<file path="src/rtl/demux_pkg.sv">
// ---------------------------------------------------------------------------
// demux_pkg
// Shared definitions for the 1-to-4 stream demultiplexer:
//   NUM_CH      number of output channels
//   SEL_W       width of the channel select
//   state_e     packet-framing FSM state (IDLE / PKT)
//   sel_onehot  channel select -> one-hot channel enable
// ---------------------------------------------------------------------------
package demux_pkg;

    localparam int NUM_CH = 4;
    localparam int SEL_W  = 2;

    typedef enum logic {
        IDLE = 1'b0,
        PKT  = 1'b1
    } state_e;

    function automatic logic [NUM_CH-1:0] sel_onehot(input logic [SEL_W-1:0] sel);
        logic [NUM_CH-1:0] oh;
        oh      = '0;
        oh[sel] = 1'b1;
        return oh;
    endfunction

endpackage

</file>
<file path="src/rtl/demux_slot.sv">
// ---------------------------------------------------------------------------
// demux_slot
// One-entry output register with valid/ready handshake and a same-cycle
// refill path: a beat draining this cycle can be replaced by a new one.
//   clk, rst_n   clock, synchronous active-low reset
//   load_i       write data_i/last_i into the slot this cycle
//   data_i       payload to store
//   last_i       packet-end flag to store
//   ready_i      downstream consumer ready
//   valid_o      slot holds a beat
//   data_o       stored payload
//   last_o       stored packet-end flag
//   free_o       slot can take a beat this cycle (empty, or draining now)
// ---------------------------------------------------------------------------
module demux_slot #(
    parameter int WIDTH = 8
) (
    input  logic             clk,
    input  logic             rst_n,
    input  logic             load_i,
    input  logic [WIDTH-1:0] data_i,
    input  logic             last_i,
    input  logic             ready_i,
    output logic             valid_o,
    output logic [WIDTH-1:0] data_o,
    output logic             last_o,
    output logic             free_o
);

    logic             valid_q, valid_d;
    logic [WIDTH-1:0] data_q,  data_d;
    logic             last_q,  last_d;

    // NOTE: every signal gets a default before any branch, so no path
    // leaves it unassigned and no latch is inferred.
    always_comb begin
        valid_d = valid_q;
        data_d  = data_q;
        last_d  = last_q;
        if (load_i) begin
            // Refill wins over drain: a beat leaving this cycle is replaced.
            valid_d = 1'b1;
            data_d  = data_i;
            last_d  = last_i;
        end else if (ready_i) begin
            valid_d = 1'b0;
        end
    end

    // NOTE: state updates use non-blocking assignments so all registers
    // sample their inputs from the same pre-edge values.
    always_ff @(posedge clk) begin
        if (!rst_n) begin
            // NOTE: payload is reset too, because out_data must read zero
            // after reset, not just out_valid.
            valid_q <= 1'b0;
            data_q  <= '0;
            last_q  <= 1'b0;
        end else begin
            valid_q <= valid_d;
            data_q  <= data_d;
            last_q  <= last_d;
        end
    end

    assign valid_o = valid_q;
    assign data_o  = data_q;
    assign last_o  = last_q;
    assign free_o  = !valid_q || ready_i;

endmodule

</file>
<file path="src/rtl/demux1_4_stream.sv">
// ---------------------------------------------------------------------------
// demux1_4_stream
// Registered 1-to-4 stream demultiplexer with packet framing. The channel is
// taken from {s1,s2} on the first beat of a packet and held until the last
// beat is accepted. Each channel has its own one-entry output slot, so a
// stalled consumer only blocks the input, never the other channels.
//   clk, rst_n   clock, synchronous active-low reset
//   in_data      input payload
//   in_last      input beat ends the packet
//   in_valid     input beat present
//   in_ready     block accepts a beat this cycle
//   s1, s2       channel select (s1 = MSB)
//   out_data     channel k payload at [k*WIDTH +: WIDTH]
//   out_last     per-channel packet-end flag
//   out_valid    per-channel beat present
//   out_ready    per-channel consumer ready
//   busy         packet in progress, select locked
// ---------------------------------------------------------------------------
module demux1_4_stream
    import demux_pkg::*;
#(
    parameter int WIDTH = 8
) (
    input  logic                    clk,
    input  logic                    rst_n,
    input  logic [WIDTH-1:0]        in_data,
    input  logic                    in_last,
    input  logic                    in_valid,
    output logic                    in_ready,
    input  logic                    s1,
    input  logic                    s2,
    output logic [NUM_CH*WIDTH-1:0] out_data,
    output logic [NUM_CH-1:0]       out_last,
    output logic [NUM_CH-1:0]       out_valid,
    input  logic [NUM_CH-1:0]       out_ready,
    output logic                    busy
);

    state_e            state_q, state_d;
    logic [SEL_W-1:0]  lk_q, lk_d;
    logic [SEL_W-1:0]  sel;
    logic [SEL_W-1:0]  eff_ch;
    logic [NUM_CH-1:0] load;
    logic [NUM_CH-1:0] slot_free;
    logic              in_xfer;

    assign sel = {s1, s2};

    // State register and locked channel.
    always_ff @(posedge clk) begin
        if (!rst_n) begin
            state_q <= IDLE;
            lk_q    <= '0;
        end else begin
            state_q <= state_d;
            lk_q    <= lk_d;
        end
    end

    // Next-state logic: lock on a non-final first beat, unlock on last.
    always_comb begin
        state_d = state_q;
        lk_d    = lk_q;
        case (state_q)
            IDLE: begin
                if (in_xfer && !in_last) begin
                    state_d = PKT;
                    lk_d    = sel;
                end
            end
            PKT: begin
                if (in_xfer && in_last) begin
                    state_d = IDLE;
                end
            end
            default: state_d = IDLE;
        endcase
    end

    // Outputs: channel routing and handshake. in_ready depends only on
    // state and slot occupancy, never on in_valid.
    always_comb begin
        eff_ch   = (state_q == PKT) ? lk_q : sel;
        in_ready = rst_n && slot_free[eff_ch];
        in_xfer  = in_valid && in_ready;
        load     = in_xfer ? sel_onehot(eff_ch) : '0;
        busy     = (state_q == PKT);
    end

    for (genvar k = 0; k < NUM_CH; k++) begin : g_slot
        demux_slot #(.WIDTH(WIDTH)) u_slot (
            .clk     (clk),
            .rst_n   (rst_n),
            .load_i  (load[k]),
            .data_i  (in_data),
            .last_i  (in_last),
            .ready_i (out_ready[k]),
            .valid_o (out_valid[k]),
            .data_o  (out_data[k*WIDTH +: WIDTH]),
            .last_o  (out_last[k]),
            .free_o  (slot_free[k])
        );
    end

endmodule

</file>
<file path="config.mk">
export PLATFORM = sky130hd
export DESIGN_NAME = demux1_4_stream
export DESIGN_NICKNAME = d
export VERILOG_FILES = /design/src/rtl/demux_pkg.sv /design/src/rtl/demux_slot.sv /design/src/rtl/demux1_4_stream.sv
export SDC_FILE = /design/constraint.sdc
export NUM_CORES = 1
export LEC_CHECK = 0
export CAP_MARGIN = 10
export CELL_PAD_IN_SITES_DETAIL_PLACEMENT = 1
export CELL_PAD_IN_SITES_GLOBAL_PLACEMENT = 2
export CORE_MARGIN = 1
export CORE_UTILIZATION = 25
export CTS_BUF_LIST = sky130_fd_sc_hd__clkbuf_16
export DETAILED_ROUTE_END_ITERATION = 16
export DONT_BUFFER_PORTS = 1
export PLACE_DENSITY_LB_ADDON = 0.1
export SKIP_LAST_GASP = 1
export SYNTH_ARGS = -nofsm -noshare
export SYNTH_HDL_FRONTEND = slang
export SYNTH_SLANG_ARGS = --single-unit
</file>
<file path="constraint.sdc">
create_clock -name clk -period 1.5 [get_ports clk]
set_input_delay 0.3 -clock clk [delete_from_list [all_inputs] [get_ports clk]]
set_output_delay 0.3 -clock clk [all_outputs]
set_load 0.05 [all_outputs]
</file>
After elaboration in Yosys (flattened, before gate mapping)
Cells that the tools add are included.
{"block": "totals", "ram_bits": 0, "inputBits": 18, "mem_count": 0, "romBits": 0, "output_inout_bits": 42, "latchBits": 0, "regBits": 43}
{"block": "classes", "n_div": 0, "n_eq_ne": 0, "n_reduce_logical": 19, "n_mux": 17, "shifts": 0, "multipliers": 0, "order_cmp": 2, "n_addsub": 0, "bitwise_logic": 1}
{"op": "2-to-1 mux 1 bit", "count": 12}
{"op": "nonzero test 2 bit", "count": 4}
{"op": "logical AND 1 bit", "count": 5}
{"op": "logical NOT 1 bit", "count": 5}
{"op": "logical OR 1 bit", "count": 4}
{"op": "2-to-1 mux 4 bit", "count": 1}
{"op": "less-than comparator 2 x 3 -> 1 bit, second input constant", "count": 1}
{"op": "binary-select mux 1 bit (select 2 bit)", "count": 1}
{"op": "demux 1 bit (select 2 bit)", "count": 1}
{"op": "greater-or-equal comparator 2 x 1 -> 1 bit, second input constant", "count": 1}
{"op": "2-to-1 mux 2 bit", "count": 1}
{"op": "one-hot mux 1 bit (2 select lines)", "count": 1}
{"op": "AND reduction 2 bit", "count": 1}
{"op": "inverter 1 bit", "count": 1}

Longest topological paths before layout
Gate-level depths: netlist (run 1).
{"block": "depth", "depth_word": 9, "ltp_mapped": 7, "ltp_nobuf": 5}

Cells and area by module
A second synthesis (run 1) with hierarchy kept.
{"block": "unflattened", "hier_cells": 163, "area_unflattened_um2": 1795.5}
{"mod": "demux_slot", "cells_each": 32, "seq_area_each_um2": 200.2, "instances": 4, "area_each_um2": 375.4}
{"mod": "demux1_4_stream", "cells_each": 35, "seq_area_each_um2": 60.1, "instances": 1, "area_each_um2": 294.0}

Worst setup path after synthesis (run 1)
Ideal clock, no wire load.
{"block": "synth_timing", "path_kind": "register to output", "from": "register with a tool-made name", "to": "output port in_ready", "required_time_ps": 1200, "path_stages_with_launch": 6, "setup_slack_ps": -606, "arrival_ps": 1806, "path_cell_list": "dfxtp_1 -> buf_6 -> and3b_1 -> a31oi_2 -> o221a_4 -> and2_1"}
{"item": "end, declared", "line": "demux1_4_stream.sv:29", "text": "output logic in_ready,"}

==> out/qor.yml, run 1 <==
setup_path:
  end_kind: "primary output"
  r2r_cells: 7
  cp_max_fo: 7
  startpoint_type: "flop"
  critical_path_arrival_ns: 1.52
  path_class: "flop to primary output"
  r2r-end: "g_slot[3].u_slot.valid_o"
  rrSetupSlack_ns: -0.31
  required_ns: 1.20
worst_hold_path:
  whs_path_depth: 1
  hold_path_class: "input port to flop"
  holdCritStartpoint: "in_last"
timing:
  rsz0062_at_grt: "true"
  worstMarginPinSlew_ns: 0.545
  fin_worst_skew_ns: 0.00702
  timing.slew.headroom: 0.636
  slew_viol_final: 0
  timing.final.crit_period_ns: 1.82
  finalHoldViolations: 0
  timing.final.crit_share: 1.21
  setup_viol: 34
  setup_ws_ns: -0.320
  fmax_ghz: 0.550
  hold_slack_ns: 0.121
die:
  rows: 30
  die_x_um: 86.0
  core_um2: 6790
  die_area_um2: 7390
  initial_utilization: 0.259
  io_pins: 60
  die_h_um: 86.0
final_layout:
  fin_nets: 217
  antenna_cells: 0
  syn2layout_area_growth_pct: 28.0
  drive_gt1_frac: 0.280
drt:
  ant_nets: 0
  drt_iter0_markers: 33
  wl_per_cell_um: 16.7
  dr.pass1.iters: 4
  vias: 1349
  drc: 0
  viasPerCell: 4.56
  routed_wl_um: 4930
outcome:
  status: "complete, but fails checks"
  violations: "negative setup slack"
logic_synthesis:
  synthesis.nets: 202
  syn-cell-area_um2: 1760
  avgSynthCellArea_um2: 9.58
  ys_seq_elements: 43
  synth_cell_types: 29
  netlist_instances: 184
  yosysSeqAreaShare: 0.488
  ys_warn_count: 0
power_and_ir_drop:
  p_total_mw: 2.55
  p_leak_nw: 0.921
  ir_drop_v: 0.000355
  power.density_nw_per_um2: 1130
clocking:
  clock-sinks: 43
  clock_latency_ns: 0.28
  htreeDepth: 2
  clk_pin_slew_ns: 0.06
  cts_tree: "built"
  cts_root_buf: "clkbuf_16"
  postCtsHoldBufs: 0
  cts_buffers: 5
  cts.path.max_buffers: 2
run:
  drv_cap: 0
placed_design:
  portBuffers: 0
  pre_cts_slack_ns: -0.197
  hpwlAfterDp_um: 3310
  gp_congestion: 0.806
grt:
  grt_pass1_vias: 1353
  gr-total-overflow: 0
  grt_usage: 0.133
  grt_pass1_wl_um: 7400
  grt_max_degree: 54
  grt_antenna_before_repair: 0
## layer usage
layer,share of wire,vias up,wire (µm),track usage
li1,-,650,-,-
met1,0.41,654,2020,0.154
met2,0.50,37,2460,0.224
met3,0.072,8,356,0.0472
met4,0.020,0,100,0.0545
met5,0,-,0,0
## Yosys cell counts
| cell | count | area, µm² |
|---|---|---|
| a21oi_1 | 3 | 15.0 |
| a31oi_1 | 1 | 6.26 |
| a31oi_2 | 2 | 25.0 |
| and2_1 | 1 | 6.26 |
| and3b_1 | 1 | 8.76 |
| and4_1 | 1 | 8.76 |
| and4b_1 | 1 | 10.0 |
| buf_4 | 9 | 67.6 |
| buf_6 | 3 | 33.8 |
| clkbuf_1 | 7 | 26.3 |
| dfxtp_1 | 43 | 861 |
| inv_1 | 3 | 11.3 |
| mux2i_1 | 30 | 300 |
| nand2_1 | 43 | 161 |
| nand2b_1 | 4 | 25.0 |
| nand3_1 | 10 | 50.1 |
| nand3b_1 | 1 | 7.51 |
| nand4_1 | 1 | 6.26 |
| nand4b_1 | 1 | 8.76 |
| nor2_1 | 1 | 3.75 |
| nor2b_1 | 1 | 6.26 |
| nor3_1 | 1 | 5.00 |
| nor3b_1 | 2 | 15.0 |
| o2111ai_1 | 1 | 8.76 |
| o21a_1 | 1 | 7.51 |
| o21ai_0 | 9 | 45.0 |
| o21ai_1 | 1 | 5.00 |
| o21bai_1 | 1 | 7.51 |
| o221a_4 | 1 | 20.0 |
## placed cells by master (no fill, tap or decap), types with 2 or more instances in the layout
cell type / instances
o21ai_1: 5
o21ai_2: 2
clkinv_1: 2
inv_1: 3
nand2b_1: 4
buf_6: 7
dfxtp_4: 2
nand2_1: 43
dfxtp_1: 40
mux2i_1: 30
nand3_2: 6
o21ai_0: 3
clkbuf_16: 6
buf_4: 18
nand3_1: 4
a31oi_2: 2
a21oi_2: 2
## worst max-delay path, stage by stage, from the launching register on
cell	delay, ns
dfxtp_4	0.38
and3b_1	0.19
a31oi_2	0.19
o221a_4	0.25
and2_4	0.24
## report_power, final
| part | switching [mW] | internal, mW | total (mW) |
|---|---|---|---|
| registers | 0.108 | 1.17 | 1.28 |
| logic | 0.116 | 0.0968 | 0.212 |
| clock network | 0.446 | 0.607 | 1.05 |
| total | 0.670 | 1.88 | 2.55 |
## stage by stage
stage / utilization / std cells / instance area, µm² / setup TNS, ns
2_1_floorplan: - / 184 / 1780 / -5.19
3_3_place_gp: 0.276 / 274 / 1880 / -3.38
3_5_place_dp: 0.276 / 274 / 1880 / -4.92
4_1_cts: 0.318 / 292 / 2160 / -5.84
5_1_grt: 0.332 / 296 / 2260 / -9.85
6_report: 0.332 / 296 / 2260 / -6.97
## flip-flops by register name, indices dropped and copies added (netlist names), named ones only
| signal | count |
|---|---|
| g_slot.u_slot.last_o | 4 |
| g_slot.u_slot.data_o | 32 |
| g_slot.u_slot.valid_o | 4 |
| lk_q | 2 |
## how the worst max path moves through the flow
stage                                 end  slack, ns  depth (start not counted)
6_report                         in_ready      -0.32                          4
5_1_grt          g_slot[3].u_slot.valid_o      -0.39                          7
4_1_cts                          in_ready      -0.29                          4
3_5_place_dp   g_slot[0].u_slot.data_o[5]      -0.20                          6
3_3_place_gp   g_slot[0].u_slot.data_o[5]      -0.15                          6
2_1_floorplan  g_slot[3].u_slot.data_o[0]      -0.21                          7
## repair_timing
action	in CTS	in global routing
pin swaps	3	10
resized for setup	16	20
cloned	0	2
endpoints found under the setup margin	34	41
setup buffers	10	3
## kinds of logic (layout without fill, tap and decap cells)
kind of cell,count (synthesis),after routing,synth area share
simple gates,69,69,0.183
flops,43,43,0.488
mux,30,30,0.170
buf+inv,22,38,0.0788
compound gates,20,20,0.0795
## area by class of cell
type	instances	area, µm²
Tap cell	96	120
Fill cell	774	4540
Clock buffer	5	125
Timing Repair Buffer	27	259
Inverter	3	11.3
Multi-Input combinational cell	119	858
Sequential cell	43	870
Clock inverter	3	13.8
Power figures use the tool's default switching activity.
==> run 2: changes to the inputs <==
--- a/config.mk
+++ b/config.mk
@@ -14,6 +14,7 @@
 export DETAILED_ROUTE_END_ITERATION = 16
 export DONT_BUFFER_PORTS = 1
 export PLACE_DENSITY_LB_ADDON = 0.1
+export REMOVE_ABC_BUFFERS = 1
 export SKIP_LAST_GASP = 1
 export SYNTH_ARGS = -nofsm -noshare
 export SYNTH_HDL_FRONTEND = slang
==> run 2 against run 1 <==
The flow still finishes with violations (negative setup slack). Flip-flop and latch count did not move. Clock skew decreased by 0.0045 ns. Sequential share of layout area is essentially flat. First-iteration DRC count decreased by 9.1%. Clock power hardly changed. Via count increased by 0.30%. Combinational power is 8% higher. Worst setup slack better by 0.0025 ns. Non-clock buffer count increased by 2. Design area is 0.28% lower. Critical path type unchanged. Critical endpoint unchanged. Largest power group unchanged.
==> out/qor.yml, run 2 (synthesis gave the netlist of run 1 again) <==
outcome:
  status: "complete, but fails checks"
  violations: "negative setup slack"
run:
  drv_cap: 0  # unchanged
timing:
  setup_viol: 34  # unchanged
  slew_viol_final: 0  # unchanged
  timing.final.crit_share: 1.21  # -0.00169
  timing.final.crit_period_ns: 1.82  # -0.00253 ns
  worstMarginPinSlew_ns: 0.554  # +0.00847 ns
  timing.slew.headroom: 0.630  # -0.00566
  setup_ws_ns: -0.317  # +0.00253 ns
  rsz0062_at_grt: "true"
  finalHoldViolations: 0  # unchanged
  fin_worst_skew_ns: 0.00250  # -0.00452 ns
  fmax_ghz: 0.550  # +0.14%
placed_design:
  hpwlAfterDp_um: 3410  # +3.1%
  portBuffers: 0  # unchanged
  gp_congestion: 0.735  # -8.7%
  dpl_cell_area_um2: 1950  # +3.8%
drt:
  viasPerCell: 4.54  # -0.38%
  drc: 0  # unchanged
  dr.pass1.iters: 3  # -1
  ant_nets: 0  # unchanged
  vias: 1353  # +0.30%
  routed_wl_um: 4750  # -3.7%
  drt_iter0_markers: 30  # -9.1%
  wl_per_cell_um: 15.9  # -4.3%
final_layout:
  antenna_cells: 0  # unchanged
  final_common_cell: "nand2_1"
  final_cell_area_um2: 2250  # -0.28%
  largest_reg_flops: 32  # unchanged
  mostFrequentLayoutCells: "nand2_1 (43), dfxtp_1 (40), mux2i_1 (30), buf_4 (15), buf_6 (12)"
  fin_nets: 219  # +0.92%
  syn2layout_area_growth_pct: 27.7
  drive_gt1_frac: 0.248  # -0.0325
clocking:
  clk_pin_slew_ns: 0.06  # about the same
  cts_root_buf: "clkbuf_16"
  cts_buffers: 5  # unchanged
  htreeDepth: 2  # unchanged
  cts_tree: "built"
  clock-sinks: 43  # unchanged
  clock_latency_ns: 0.28  # about the same
  cts.path.max_buffers: 2  # unchanged
setup_path:
  cp_max_fo: 6  # -1
  startpoint_type: "flop"
  required_ns: 1.20  # about the same
  critical_path_arrival_ns: 1.52  # about the same
  critPathMaxStageDelay_ns: 0.36  # -0.02 ns
  slowest_stage: "dfxtp_4"
  end_kind: "primary output"
  path_cells: "buf_6 -> nor3_1 -> o21bai_1 -> o221a_4 -> and2_4 -> buf_12"
  path_class: "flop to primary output"
die:
  rows: 30  # unchanged
  die_area_um2: 7390  # unchanged
  io_pins: 60  # unchanged
  die_h_um: 86.0  # unchanged
  die_x_um: 86.0  # unchanged
  core_um2: 6790  # unchanged
  initial_utilization: 0.259  # unchanged
power_and_ir_drop:
  ir_drop_v: 0.000346  # -2.6%
  power.density_nw_per_um2: 1130  # +0.43%
  p_leak_nw: 0.938  # +1.9%
  p_total_mw: 2.55  # +0.15%
grt:
  grt_pass1_wl_um: 7590  # +2.6%
  grt_pass1_vias: 1453  # +7.4%
  grt_usage: 0.134  # +0.00111
  gr-total-overflow: 0  # unchanged
  grt_max_degree: 54  # unchanged
  grt_antenna_before_repair: 0  # unchanged
worst_hold_path:
  hold_path_class: "input port to flop"
  holdCritStartpoint: "in_last"
## run 2: cell types whose count changed in the layout (fill, tap and decap cells not counted), sizes merged
cell / delta
buf: +3
clkbuf: -1
clkinv: -1
clkinvlp: +1
## run 2: final timing paths
kind                                                    to  depth (start not counted)  slack, ns
worst max-delay path                              in_ready                          6      -0.32
worst min-delay path                                  flop                          1       0.11
worst max register to register  g_slot[3].u_slot.data_o[4]                          7      -0.26
worst min register to register                     lk_q[1]                          2       0.48
## run 2: where the power goes
part / leakage (nW) / internal (mW) / total [mW] / switching (mW)
Clock: 0.0710 / 0.607 / 1.04 / 0.433
Combinational: 0.518 / 0.109 / 0.228 / 0.118
Sequential: 0.350 / 1.17 / 1.28 / 0.107
## run 2: per-layer routing
layer  vias to the layer above  part of all wire  global-route usage
li1                        650                 -                   -
met1                       659              0.42               0.161
met2                        40              0.50               0.226
met3                         4             0.073              0.0433
met4                         0            0.0080              0.0455
met5                         -                 0                   0
## run 2: repair_timing
item / in CTS / in global routing
cloned: 1 / 0
pin swaps: 3 / 5
resized for setup: 16 / 16
endpoints found under the setup margin: 43 / 43
hold buffers: 0 / 0
buffers inserted: 3 / 2
hold endpoints to repair: 0 / 0
## run 2: metrics by stage
stage | worst slack [ns] | utilization | std cells | setup TNS (ns) | hold WS, ns
2_1_floorplan | -0.756 | - | 165 | -25.60 | 0.395
3_3_place_gp | -0.188 | 0.287 | 284 | -4.70 | 0.406
3_5_place_dp | -0.326 | 0.287 | 284 | -8.96 | 0.412
4_1_cts | -0.369 | 0.321 | 296 | -8.48 | 0.0983
5_1_grt | -0.363 | 0.331 | 298 | -9.37 | 0.118
6_report | -0.317 | 0.331 | 298 | -6.64 | 0.108
## run 2: layout make-up
| cell class | instances | area, µm² |
|---|---|---|
| well taps | 96 | 120 |
| inverters | 3 | 11.3 |
| fillers | 776 | 4540 |
| multi-input cells | 119 | 838 |
| clock buffers | 5 | 125 |
| clock inverters | 3 | 16.3 |
| flip-flops and latches | 43 | 867 |
| repair buffers | 29 | 273 |
## run 2: critical path, delay by kind of cell, from the launching register on
| family | cells | cell delay (ns) |
|---|---|---|
| AOI/OAI and AO/OA | 2 | 0.24 |
| buffers and inverters | 2 | 0.27 |
| and+or+nand+nor | 2 | 0.37 |
| DFF | 1 | 0.36 |
